===== config.mk =====
export PLATFORM = sky130hd
export DESIGN_NAME = clock_tick_receiver
export DESIGN_NICKNAME = d
export VERILOG_FILES = /design/src/rtl/clock_tick_pkg.sv /design/src/rtl/clock_tick_receiver_edge_sync.sv /design/src/rtl/clock_tick_receiver.sv
export SDC_FILE = /design/constraint.sdc
export NUM_CORES = 1
export LEC_CHECK = 0
export BUFFER_PORTS_ARGS = -buffer_cell sky130_fd_sc_hd__buf_2
export CORE_ASPECT_RATIO = 1.25
export CORE_MARGIN = 2
export CORE_UTILIZATION = 39
export CTS_BUF_LIST = sky130_fd_sc_hd__clkbuf_8
export CTS_CLUSTER_DIAMETER = 100
export DETAILED_ROUTE_END_ITERATION = 8
export GPL_TIMING_DRIVEN = 0
export SLEW_MARGIN = 0
export SYNTH_ARGS = -nofsm -noshare
export SYNTH_HDL_FRONTEND = slang
export SYNTH_SLANG_ARGS = --single-unit

===== constraint.sdc =====
create_clock -name clock_in -period 2.4 [get_ports clock_in]
set_input_delay 0.36 -clock clock_in [delete_from_list [all_inputs] [get_ports clock_in]]
set_output_delay 0.36 -clock clock_in [all_outputs]
set_load 0.01 [all_outputs]

===== src/rtl/clock_tick_pkg.sv =====
// Shared types and constants for the slow-clock tick receiver.
package clock_tick_pkg;

  // Receiver life cycle: waiting for a first edge, measuring, stable, or starved of edges.
  typedef enum logic [1:0] {
    IDLE    = 2'd0,
    MEASURE = 2'd1,
    LOCKED  = 2'd2,
    LOST    = 2'd3
  } tick_state_t;

  localparam int CNT_W_DEFAULT = 28;

  // True in the states where rises produce period samples and the timeout is armed.
  function automatic logic is_tracking(input tick_state_t s);
    return (s == MEASURE) || (s == LOCKED);
  endfunction

endpackage


===== src/rtl/clock_tick_receiver_edge_sync.sv =====
// edge_sync: brings an asynchronous level into the clk domain through a
// SYNC_STAGES flop chain, then compares the synchronised level with its
// one-cycle-old copy to produce combinational rise/fall strobes.
module edge_sync #(
  parameter int SYNC_STAGES = 2
) (
  input  logic clk,
  input  logic reset,
  input  logic din,
  output logic rise,
  output logic fall
);

  logic [SYNC_STAGES-1:0] chain;
  logic                   prev;

  // Synchroniser chain plus the delayed copy used for edge detection.
  always_ff @(posedge clk) begin
    if (reset) begin
      chain <= '0;
      prev  <= 1'b0;
    end else begin
      chain <= {chain[SYNC_STAGES-2:0], din};
      prev  <= chain[SYNC_STAGES-1];
    end
  end

  assign rise = chain[SYNC_STAGES-1] & ~prev;
  assign fall = ~chain[SYNC_STAGES-1] & prev;

endmodule


===== src/rtl/clock_tick_receiver.sv =====
// clock_tick_receiver: turns the divided game clock into one-cycle tick
// enables in the clock_in domain, measures its period and tracks lock/loss.
// Optional feature macro: TICK_PERIOD_MEAS_EN enables period measurement and
// the tolerance check; without it every rise is accepted and period reads 0.
// The state output exposes the FSM for debug and checkers.
module clock_tick_receiver
  import clock_tick_pkg::*;
#(
  parameter int SYNC_STAGES = 2,
  parameter int CNT_W       = CNT_W_DEFAULT,
  parameter int TIMEOUT     = 4096,
  parameter int LOCK_EDGES  = 3,
  parameter int TOL         = 4
) (
  input  logic             clock_in,
  input  logic             reset,
  input  logic             slow_clk_in,
  output logic             tick,
  output logic             locked,
  output logic             lost,
  output logic [CNT_W-1:0] period,
  output logic             period_valid,
  output tick_state_t      state
);

  localparam int               LOCK_W      = $clog2(LOCK_EDGES + 1);
  localparam logic [LOCK_W-1:0] LOCK_FULL  = LOCK_W'(LOCK_EDGES);
  localparam logic [CNT_W-1:0] CNT_TIMEOUT = CNT_W'(TIMEOUT);
  localparam logic [CNT_W-1:0] CNT_MAX     = '1;

  logic              rise;
  logic              unused_fall;
  logic [CNT_W-1:0]  count;
  logic [LOCK_W-1:0] lock_cnt;
  logic [LOCK_W-1:0] lock_next;
  tick_state_t       state_next;
  logic              accepted;

  edge_sync #(
    .SYNC_STAGES(SYNC_STAGES)
  ) u_sync (
    .clk   (clock_in),
    .reset (reset),
    .din   (slow_clk_in),
    .rise  (rise),
    .fall  (unused_fall)
  );

  // Cycles since the last rise: restarts at 1 on a rise, sticks at all-ones.
  always_ff @(posedge clock_in) begin
    if (reset) begin
      count <= '0;
    end else if (rise) begin
      count <= CNT_W'(1);
    end else if (count != CNT_MAX) begin
      count <= count + CNT_W'(1);
    end
  end

  // Registered tick: one pulse per detected rise, in every state.
  always_ff @(posedge clock_in) begin
    if (reset) begin
      tick <= 1'b0;
    end else begin
      tick <= rise;
    end
  end

  // State and lock-count registers.
  always_ff @(posedge clock_in) begin
    if (reset) begin
      state    <= IDLE;
      lock_cnt <= '0;
    end else begin
      state    <= state_next;
      lock_cnt <= lock_next;
    end
  end

  // Next state: a rise always beats a timeout landing in the same cycle.
  always_comb begin
    state_next = state;
    lock_next  = lock_cnt;
    case (state)
      IDLE, LOST: begin
        // The rise that (re)starts measurement has no valid reference.
        if (rise) state_next = MEASURE;
      end
      MEASURE, LOCKED: begin
        if (rise) begin
          if (accepted) begin
            if (lock_cnt != LOCK_FULL) lock_next = lock_cnt + LOCK_W'(1);
          end else begin
            lock_next = '0;
          end
          state_next = (lock_next == LOCK_FULL) ? LOCKED : MEASURE;
        end else if (count == CNT_TIMEOUT) begin
          state_next = LOST;
          lock_next  = '0;
        end
      end
      default: state_next = IDLE;
    endcase
  end

  assign locked = (state == LOCKED);
  assign lost   = (state == LOST);

`ifdef TICK_PERIOD_MEAS_EN
  localparam logic [CNT_W:0] TOL_LIM = (CNT_W + 1)'(TOL);

  logic               capture;
  logic signed [CNT_W:0] diff;
  logic [CNT_W:0]     mag;

  // A period is sampled only on rises that close a measured interval.
  assign capture = rise & is_tracking(state);

  // |count - previous period| with one extra bit so the sign survives.
  always_comb begin
    diff     = $signed({1'b0, count}) - $signed({1'b0, period});
    mag      = diff[CNT_W] ? $unsigned(-diff) : $unsigned(diff);
    accepted = (mag <= TOL_LIM);
  end

  // Period register doubles as the previous-period reference.
  always_ff @(posedge clock_in) begin
    if (reset) begin
      period       <= '0;
      period_valid <= 1'b0;
    end else begin
      period_valid <= capture;
      if (capture) period <= count;
    end
  end
`else
  // Tolerance has no meaning without period measurement.
  localparam int unused_tol = TOL;

  assign accepted     = 1'b1;
  assign period       = '0;
  assign period_valid = 1'b0;
`endif

endmodule


==> results.yml, run 1 <==
run_status:
  result_of_the_run: "finished clean"
finish:
  final_layout_size_suffix_gt1_share_pct: 20.3
  insertedDiodeCount: 0
  syn2layout_area_growth_pct: 14.9
  final_core_util_pct: 46.7
  final_nets: 287
grt:
  vias_in_the_first_global_route: 1514
  overflow_left_after_global_routing: 0
  groute.usage.overall_pct: 14.5
  grt_start_max_net_pins: 11
  global_route_wire_length_before_repair_um: 6930
  antenna_found_initial: 0
synthesis:
  yosysWarningCount: 0
  synthTopCellsByArea: "sky130_fd_sc_hd__dfxtp_1, sky130_fd_sc_hd__buf_4, sky130_fd_sc_hd__xnor2_1, sky130_fd_sc_hd__nor2_1, sky130_fd_sc_hd__a21oi_1"
  post_synth_instance_area_sq_um: 2070
  synth_area_per_cell_sq_um: 8.68
  sequential_element_share_of_the_synthesized_area_pct: 34.9
  synth_top_area_share_pct: 34.9
  synth_top_cell_by_area: "sky130_fd_sc_hd__dfxtp_1"
  synthCells: 238
  async_s_r_ff_share_synth_pct: 0
  synth_flop_cell: "sky130_fd_sc_hd__dfxtp_1"
  synth.ff_latch_count: 36
  synth_edf_count: 0
  synth.top_cells.by_count: "sky130_fd_sc_hd__dfxtp_1, sky130_fd_sc_hd__buf_4, sky130_fd_sc_hd__nor2_1"
  yosys.cell_types.count: 48
  synth_most_common_cell: "sky130_fd_sc_hd__dfxtp_1"
floorplan:
  floorplan.core_area_sq_um: 5080
  die_h_um: 85.4
  overall_die_area_sq_um: 5900
  initial_core_util_pct: 40.7
  num_io_pins: 37
  placementRows: 29
  chipWidth_um: 69.1
route:
  metal_1_wl_um: 1800
  ant_nets: 0
  drt-wirelength-per-cell_um: 11.8
  highest-signal-layer: "met4"
  routed_wirelength_um: 4040
  drt_first_iter_violations: 54
  routed-wl-met3_um: 229
  viasPerCell: 5.00
  drt_pass1_iterations: 4
  route.vias.total: 1714
  wl_met2_um: 1920
  detail_route.drc_violations: 0
timing:
  transition_at_the_pin_with_the_smallest_max_transition_slack_ns: 0.509
  finalCritPeriodShare_pct: 87.8
  final_period_minus_worst_setup_slack_ns: 2.11
  worst_slew_margin_rel_pct: 65.9
  timing.final.max_slew_violations: 0
  hold_viol: 0
  clock_skew_ns: 0.00687
  fmax_ghz: 0.474
  rsz0062_at_grt: "no"
  setup_total_negative_slack_ns: 0
  timing.final.setup_violations: 0
worst_setup_path:
  critical_path_class: "reg2reg"
  worst-path-max-fanout: 10
  r2r_end: "count[1]"
  timing.rr.start: "count[1]"
  critical_path.endpoint: "count[1]"
  cp.required_ns: 2.56
  cp-startpoint: "count[1]"
  r2r_cells: 7
  worstSetupEndpointType: "flip-flop"
  cp.arrival_ns: 2.27
  setup.reg_to_reg.worst_slack_ns: 0.29
  critical_path_startpoint_category: "flip-flop"
power:
  power.ir.vdd_worst_v: 0.000377
  power-per-cell-area_nw_per_um2: 487
  power.static_leakage_nw: 0.990
clock_network:
  post_cts_hold_buffer_count: 0
  clk_pin_slew_ns: 0.07
  clk-insertion-delay-late_ns: 0.29
  post_cts_setup_buffer_count: 0
  numCtsBuffers: 5
  htreeDepth: 2
  ctsResizeCount: 0
  cts_tree: "done"
  clock_sinks: 36
  cts_buffer_depth: 2
  cts_root_buffer: "sky130_fd_sc_hd__clkbuf_8"
place:
  port_buffers: 7
  post-dp-hpwl_um: 3010
  gpl.final_weighted_congestion: 0.800
flow_run:
  max_cap_viols: 0
worst_hold_path:
  hold_path_class: "in2reg"
-- cell type report --
| cell class | count | area, sq um |
|---|---|---|
| timing repair buffer | 7 | 35.0 |
| tap | 62 | 77.6 |
| multi-input combinational | 188 | 1170 |
| buffer | 36 | 256 |
| inverter | 6 | 22.5 |
| sequential | 36 | 721 |
| clock inverter | 2 | 7.51 |
| clock buffer | 6 | 82.6 |
| fill | 515 | 2710 |
-- worst min path at each step --
stage                     depth (start not counted)       startpoint               to  slack [ns]
after detailed placement                          1  u_sync.chain[0]  u_sync.chain[1]        0.42
after floorplan                                   1  u_sync.chain[0]  u_sync.chain[1]        0.41
after global placement                            1  u_sync.chain[0]  u_sync.chain[1]        0.42
final                                             2      slow_clk_in  u_sync.chain[0]        0.31
after CTS                                         2      slow_clk_in  u_sync.chain[0]        0.30
after global routing                              2      slow_clk_in  u_sync.chain[0]        0.33
-- stage by stage --
step	power (mW)	std cells	hold WS (ns)	cell area, sq um	worst slack, ns
after floorplan	0.715	266	0.414	2170	0.588
after global placement	0.731	335	0.417	2280	0.280
after detailed placement	0.732	335	0.423	2280	0.284
after CTS	1.17	343	0.295	2370	0.263
after global routing	1.21	343	0.325	2370	0.0932
final	1.16	343	0.308	2370	0.292
-- state kept, by name, summed over array words and instances (netlist names) --
signal / flops
u_sync.chain: 2
u_sync.prev: 1
count: 28
tick: 1
lock_cnt: 2
state: 2
-- cells in the final DEF (no fill, tap or decap), types with 4 or more instances in the layout --
cell                       count
sky130_fd_sc_hd__xnor2_1      10
sky130_fd_sc_hd__nand3_1      10
sky130_fd_sc_hd__nor4_1        7
sky130_fd_sc_hd__conb_1       29
sky130_fd_sc_hd__o21ai_1       4
sky130_fd_sc_hd__buf_2         8
sky130_fd_sc_hd__buf_4        29
sky130_fd_sc_hd__a21oi_1      16
sky130_fd_sc_hd__ha_1          4
sky130_fd_sc_hd__nor2b_1       4
sky130_fd_sc_hd__clkbuf_1      4
sky130_fd_sc_hd__clkbuf_8      6
sky130_fd_sc_hd__xor2_1        6
sky130_fd_sc_hd__nor2_1       23
sky130_fd_sc_hd__nand2_1       9
sky130_fd_sc_hd__or3_1         7
sky130_fd_sc_hd__nand4_1      10
sky130_fd_sc_hd__inv_1         8
sky130_fd_sc_hd__dfxtp_1      36
sky130_fd_sc_hd__nand4_2       4
-- where the power goes --
part / switching [mW] / internal (mW) / leakage [nW]
combinational: 0.0576 / 0.0493 / 0.645
sequential: 0.00698 / 0.605 / 0.291
clock: 0.211 / 0.226 / 0.0538
-- cell families after synthesis --
logic type / count (synthesis) / synth area share [%]
AND/OR/NAND/NOR: 99 / 29.7
buffers and inverters: 42 / 13.5
AO/OA/AOI/OAI: 38 / 11.5
flip-flops: 36 / 34.9
XOR/XNOR: 16 / 6.78
adder cells (fa/ha/maj): 4 / 2.42
multiplexers: 2 / 0.969
other: 1 / 0.182
-- worst max-delay path: stages (launching register included) --
cell and delay [ns]:
sky130_fd_sc_hd__dfxtp_1 0.38, sky130_fd_sc_hd__ha_1 0.25, sky130_fd_sc_hd__nand4_2 0.21, sky130_fd_sc_hd__nor4_4 0.47, sky130_fd_sc_hd__and2_4 0.28, sky130_fd_sc_hd__buf_8 0.15
sky130_fd_sc_hd__mux2i_1 0.19, sky130_fd_sc_hd__nor2_1 0.05
-- layer usage --
layer  vias up  GRT usage, %
li1        888             -
met1       770          18.2
met2        46          23.7
met3        10          2.38
met4         0          8.02
met5         -             0
No activity file was read; power rests on OpenSTA's default activity.
==> inputs of run 2 (changes only) <==
--- a/config.mk
+++ b/config.mk
@@ -13,6 +13,7 @@
 export CTS_CLUSTER_DIAMETER = 100
 export DETAILED_ROUTE_END_ITERATION = 8
 export GPL_TIMING_DRIVEN = 0
+export PLACE_DENSITY = 0.58
 export SLEW_MARGIN = 0
 export SYNTH_ARGS = -nofsm -noshare
 export SYNTH_HDL_FRONTEND = slang
==> run 2 against run 1 <==
Against the previous run: clock power about the same; via count down 0.53%; cell count unchanged; worst setup slack worse by 0.043 ns; sequential power about the same; non-clock buffer count unchanged; global-route usage up 0.99 points; die area unchanged; fmax down 2.0%; power about the same; highest routed layer unchanged.
==> results.yml, run 2 (synthesis results as in run 1) <==
run_status:
  result_of_the_run: "finished clean"
timing:
  timing.final.setup_violations: 0
  worst_slew_margin_rel_pct: 64.2
  fmax_ghz: 0.465
  timing.final.max_slew_violations: 0
  clock_skew_ns: 0.00626
  finalCritPeriodShare_pct: 89.6
  final_period_minus_worst_setup_slack_ns: 2.15
  setup_total_negative_slack_ns: 0
  final_setup_margin_ns: 0.249
  hold_viol: 0
  hold_ws_ns: 0.284
  rsz0062_at_grt: "no"
  transition_at_the_pin_with_the_smallest_max_transition_slack_ns: 0.537
route:
  detail_route.drc_violations: 0
  drt_pass1_iterations: 4
  drt-wirelength-per-cell_um: 12.2
  ant_nets: 0
  viasPerCell: 4.97
  route.vias.total: 1705
  routed_wirelength_um: 4170
  drt_first_iter_violations: 60
worst_setup_path:
  critical_path_startpoint_category: "flip-flop"
  critical_path.max_stage_delay_ns: 0.50
  worstSetupEndpointType: "flip-flop"
  critical-path-top-delay-family: "simple AND/OR/NAND/NOR gates"
  path_cells: "ha_1, nand4_2, nor4_4, and2_4, buf_8, mux2i_1, nor2_1"
  critical_path_class: "reg2reg"
  worst-path-max-fanout: 10
  cp.required_ns: 2.56
  crit_path_top_delay_cell: "sky130_fd_sc_hd__nor4_4"
  cp.arrival_ns: 2.31
  worstPathBufferInverterCount: 1
grt:
  vias_in_the_first_global_route: 1582
  antenna_found_initial: 0
  grt_start_max_net_pins: 11
  global_route_wire_length_before_repair_um: 7430
  groute.usage.overall_pct: 15.5
  overflow_left_after_global_routing: 0
floorplan:
  chipWidth_um: 69.1
  initial_core_util_pct: 40.7
  floorplan.core_area_sq_um: 5080
  die_h_um: 85.4
  placementRows: 29
  num_io_pins: 37
  overall_die_area_sq_um: 5900
power:
  power.static_leakage_nw: 0.990
  power.ir.vdd_worst_v: 0.000259
  power_mw: 1.16
  logic_pwr_share_pct: 9.3
  power-per-cell-area_nw_per_um2: 487
  seqPwrFrac_pct: 53.0
  power.clock.fraction_pct: 37.8
  p_switching_mw: 0.276
  p_int_mw: 0.880
  power_switching_share_pct: 23.9
finish:
  layout.cells.non_filler: 343
  insertedDiodeCount: 0
  layout_commonest_cell: "sky130_fd_sc_hd__dfxtp_1"
  registers.top_by_ff_count: "count"
  final_layout_size_suffix_gt1_share_pct: 20.3
  top_library_cells_by_usage_in_the_layout_fill_and_taps_aside: "sky130_fd_sc_hd__dfxtp_1, sky130_fd_sc_hd__buf_4, sky130_fd_sc_hd__conb_1"
  syn2layout_area_growth_pct: 14.9
  largest_reg_flops: 28
  final_nets: 287
  fillCellCount: 530
clock_network:
  clk_pin_slew_ns: 0.06
  clock_sinks: 36
  cts_tree: "done"
  cts_root_buffer: "sky130_fd_sc_hd__clkbuf_8"
  ctsResizeCount: 0
  htreeDepth: 2
  clk-insertion-delay-late_ns: 0.29
  post_cts_hold_buffer_count: 0
  post_cts_setup_buffer_count: 0
  numCtsBuffers: 5
  cts_buffer_depth: 2
place:
  post-dp-hpwl_um: 3060
  pre_cts_slack_ns: 0.276
  gpl.final_weighted_congestion: 0.851
  placedCellCount: 335
  port_buffers: 7
flow_run:
  max_cap_viols: 0
worst_hold_path:
  hold_path_class: "in2reg"
run 2: cell counts in the layout (fill, tap and decap cells not counted):
No cell type changed its count.
run 2: path summary, 6_finish.rpt:
check / end / slack (ns) / cells after the start / startpoint
hold / removal: u_sync.chain[0] / 0.28 / 2 / slow_clk_in
setup / recovery: count[1] / 0.25 / 7 / count[1]
setup reg to reg: count[1] / 0.25 / 7 / count[1]
hold reg to reg: u_sync.chain[1] / 0.44 / 1 / u_sync.chain[0]
run 2: area by class of cell:
class	count	area, sq um	share of cell area [%]
clock buffer	6	82.6	3.48
sequential	36	721	30.4
multi-input combinational	188	1170	49.3
timing repair buffer	7	35.0	1.48
clock inverter	2	7.51	0.316
buffer	36	256	10.8
inverter	6	22.5	0.949
tap	62	77.6	3.27
run 2: worst register-to-register path, delay by kind of cell (launching register included):
kind / cells / cell delay, ns
AND/OR/NAND/NOR: 4 / 1.07
flip-flops: 1 / 0.38
adder cells (fa/ha/maj): 1 / 0.26
multiplexers: 1 / 0.18
buffers and inverters: 1 / 0.15
run 2: stage by stage:
stage,area (sq um),utilization (%)
after global routing,2370,46.7
after global placement,2280,45.0
after detailed placement,2280,45.0
after CTS,2370,46.7
after floorplan,2170,-
final,2370,46.7
run 2: per-layer routing:
layer | share of wire [%] | wire length, um | track usage (%) | up-vias
met3 | 3.9 | 162 | 2.26 | 9
li1 | - | - | - | 883
met2 | 49 | 2030 | 26.1 | 36
met5 | 0 | 0 | 0 | -
met1 | 45 | 1870 | 19.0 | 777
met4 | 2.7 | 111 | 8.38 | 0
run 2: power by group through the flow:
stage	registers (mW)	logic [mW]	clock network, mW
global route	0.614	0.121	0.468
global placement	0.626	0.105	0
detailed placement	0.626	0.106	0
CTS	0.612	0.106	0.447
finish	0.612	0.107	0.436
floorplan	0.625	0.0895	0
==> inputs of run 3 (changes only) <==
--- a/config.mk
+++ b/config.mk
@@ -5,6 +5,7 @@
 export SDC_FILE = /design/constraint.sdc
 export NUM_CORES = 1
 export LEC_CHECK = 0
+export ABC_AREA = 1
 export BUFFER_PORTS_ARGS = -buffer_cell sky130_fd_sc_hd__buf_2
 export CORE_ASPECT_RATIO = 1.25
 export CORE_MARGIN = 2
@@ -13,7 +14,8 @@
 export CTS_CLUSTER_DIAMETER = 100
 export DETAILED_ROUTE_END_ITERATION = 8
 export GPL_TIMING_DRIVEN = 0
-export PLACE_DENSITY = 0.58
+export PLACE_DENSITY = 0.57
+export SKIP_CTS_REPAIR_TIMING = 1
 export SLEW_MARGIN = 0
 export SYNTH_ARGS = -nofsm -noshare
 export SYNTH_HDL_FRONTEND = slang
==> run 3 against run 2 <==
Against the previous run: first-iteration DRC count grew 120%; combinational power is essentially flat; area after synthesis is 14% higher; power is 0.87% lower; fmax grew 17%; critical endpoint is now count[15]; highest routed layer unchanged.
==> results.yml, run 3 <==
timing:
  timing.final.setup_violations: 0
  setup_total_negative_slack_ns: 0
  rsz0062_at_grt: "no"
  timing.final.max_slew_violations: 0
  hold_viol: 0
  final_setup_margin_ns: 0.565
  final_period_minus_worst_setup_slack_ns: 1.84
  worst_slew_margin_rel_pct: 63.1
  finalCritPeriodShare_pct: 76.5
  transition_at_the_pin_with_the_smallest_max_transition_slack_ns: 0.551
  clock_skew_ns: 0.00536
  fmax_ghz: 0.545
finish:
  final_nets: 426
  registers.top_by_ff_count: "count"
  insertedDiodeCount: 0
  layout_commonest_cell: "sky130_fd_sc_hd__nand2_1"
  fillCellCount: 649
  final_core_util_pct: 45.7
  largest_reg_flops: 28
  seqCellArea_sq_um: 721
  final_layout_size_suffix_gt1_share_pct: 14.8
  syn2layout_area_growth_pct: 12.7
  layout.cell_area.non_filler_sq_um: 2660
  top_library_cells_by_usage_in_the_layout_fill_and_taps_aside: "sky130_fd_sc_hd__nand2_1, sky130_fd_sc_hd__inv_1, sky130_fd_sc_hd__nor2_1"
  multi_input_area_sq_um: 1270
place:
  post-dp-hpwl_um: 4380
  port_buffers: 6
  placed_area_sq_um: 2580
  pre_cts_slack_ns: 0.592
  gpl.final_weighted_congestion: 0.851
power:
  power_mw: 1.15
  power.ir.vdd_worst_v: 0.000327
  power-per-cell-area_nw_per_um2: 430
  power.static_leakage_nw: 1.29
route:
  routed_wirelength_um: 5470
  drt_pass1_iterations: 4
  ant_nets: 0
  route.vias.total: 2147
  viasPerCell: 4.43
  drt-wirelength-per-cell_um: 11.3
  detail_route.drc_violations: 0
  drt_first_iter_violations: 132
floorplan:
  floorplan.core_area_sq_um: 5820
  chipWidth_um: 73.6
  num_io_pins: 37
  die_h_um: 91.0
  placementRows: 31
  overall_die_area_sq_um: 6700
  initial_core_util_pct: 40.6
clock_network:
  numCtsBuffers: 5
  cts_buffer_depth: 2
  clk_pin_slew_ns: 0.08
  cts_root_buffer: "sky130_fd_sc_hd__clkbuf_8"
  htreeDepth: 2
  cts_tree: "done"
  clk-insertion-delay-late_ns: 0.30
  clock_sinks: 36
worst_setup_path:
  path_cells: "ha_1, nand3_2, inv_2, nand2_4, nor2_4, nand2_4, buf_6, nand2_1, nand2_1, inv_1"
  cp.arrival_ns: 2.08
  critical-path-top-delay-family: "simple AND/OR/NAND/NOR gates"
  crit_path_top_delay_cell: "sky130_fd_sc_hd__dfxtp_1"
  worstSetupEndpointType: "flip-flop"
  cp.required_ns: 2.64
  worst-path-max-fanout: 10
  critical_path_startpoint_category: "flip-flop"
  critical_path.max_stage_delay_ns: 0.44
  critical_path_class: "reg2reg"
  worstPathBufferInverterCount: 3
synthesis:
  synthCells: 378
  synth.ff_latch_count: 36
  synthTopCellsByArea: "sky130_fd_sc_hd__dfxtp_1, sky130_fd_sc_hd__nand2_1, sky130_fd_sc_hd__buf_4, sky130_fd_sc_hd__inv_1, sky130_fd_sc_hd__nor2_1"
  synth_area_per_cell_sq_um: 6.25
  sequential_element_share_of_the_synthesized_area_pct: 30.5
  synth_most_common_cell: "sky130_fd_sc_hd__nand2_1"
  synth_edf_count: 0
  synth.top_cells.by_count: "sky130_fd_sc_hd__nand2_1, sky130_fd_sc_hd__inv_1, sky130_fd_sc_hd__nor2_1"
  synth_top_cell_by_area: "sky130_fd_sc_hd__dfxtp_1"
  synth_flop_cell: "sky130_fd_sc_hd__dfxtp_1"
  post_synth_instance_area_sq_um: 2360
  async_s_r_ff_share_synth_pct: 0
  yosys.cell_types.count: 25
  synth_top_area_share_pct: 30.5
  yosysWarningCount: 0
run_status:
  result_of_the_run: "finished clean"
grt:
  vias_in_the_first_global_route: 1984
  groute.usage.overall_pct: 18.0
  overflow_left_after_global_routing: 0
  antenna_found_initial: 0
  grt_start_max_net_pins: 12
  global_route_wire_length_before_repair_um: 9160
flow_run:
  max_cap_viols: 0
worst_hold_path:
  hold_path_class: "in2reg"
-- run 3: cell types whose count changed in the layout (fill, tap and decap cells not counted), moves of 7 or more --
| cell | previous run | this run |
|---|---|---|
| sky130_fd_sc_hd__nor4_1 | 7 | 0 |
| sky130_fd_sc_hd__xnor2_1 | 10 | 1 |
| sky130_fd_sc_hd__nor2_1 | 23 | 53 |
| sky130_fd_sc_hd__nand2_1 | 9 | 116 |
| sky130_fd_sc_hd__inv_1 | 8 | 56 |
| sky130_fd_sc_hd__or3_1 | 7 | 0 |
| sky130_fd_sc_hd__nand3_1 | 10 | 29 |
-- run 3: logic make-up after synthesis --
kind of cell             Yosys count  share of synthesized area [%]
AO/OA/AOI/OAI                     25                           5.93
XOR/XNOR                           5                           1.85
adder cells (fa/ha/maj)            4                           2.12
buffers and inverters             91                           20.1
flip-flops                        36                           30.5
other                              1                          0.159
AND/OR/NAND/NOR                  216                           39.3
-- run 3: where the power goes --
group / total, mW / switching (mW) / internal, mW
sequential: 0.612 / 0.00758 / 0.605
clock: 0.429 / 0.232 / 0.197
combinational: 0.105 / 0.0571 / 0.0475
total: 1.15 / 0.297 / 0.849
-- run 3: worst reg2reg max path: stages (launching register included) --
cell                      delay, ns
sky130_fd_sc_hd__dfxtp_1       0.44
sky130_fd_sc_hd__ha_1          0.31
sky130_fd_sc_hd__nand3_2       0.14
sky130_fd_sc_hd__inv_2         0.14
sky130_fd_sc_hd__nand2_4       0.09
sky130_fd_sc_hd__nor2_4        0.17
sky130_fd_sc_hd__nand2_4       0.12
sky130_fd_sc_hd__buf_6         0.18
sky130_fd_sc_hd__nand2_1       0.07
sky130_fd_sc_hd__nand2_1       0.04
sky130_fd_sc_hd__inv_1         0.07
-- run 3: per-stage QoR --
step | instances | hold slack (ns)
finish | 485 | 0.259
global route | 485 | 0.255
floorplan | 406 | 0.388
CTS | 485 | 0.257
detailed placement | 478 | 0.405
global placement | 478 | 0.408
-- run 3: final cells by class --
type,count,share of cell area [%]
tap,66,3.10
clock inverter,2,0.470
clock buffer,5,2.59
timing repair buffer,6,1.13
buffer,34,9.83
multi-input combinational,279,47.8
inverter,57,8.04
sequential,36,27.1
-- run 3: final timing paths --
kind | cells after the start | slack [ns] | startpoint | end
max | 10 | 0.56 | count[0] | count[15]
min | 3 | 0.26 | slow_clk_in | u_sync.chain[0]
max reg2reg | 10 | 0.56 | count[0] | count[15]
min reg2reg | 2 | 0.41 | u_sync.chain[0] | u_sync.chain[1]
-- run 3: metal layers --
layer / vias up / global-route usage (%) / part of all wire (%) / routed length [um]
li1: 1176 / - / - / -
met1: 911 / 19.8 / 42 / 2280
met2: 53 / 33.2 / 52 / 2830
met3: 7 / 3.77 / 4.7 / 255
met4: 0 / 5.76 / 1.8 / 99
met5: - / 0 / 0 / 0
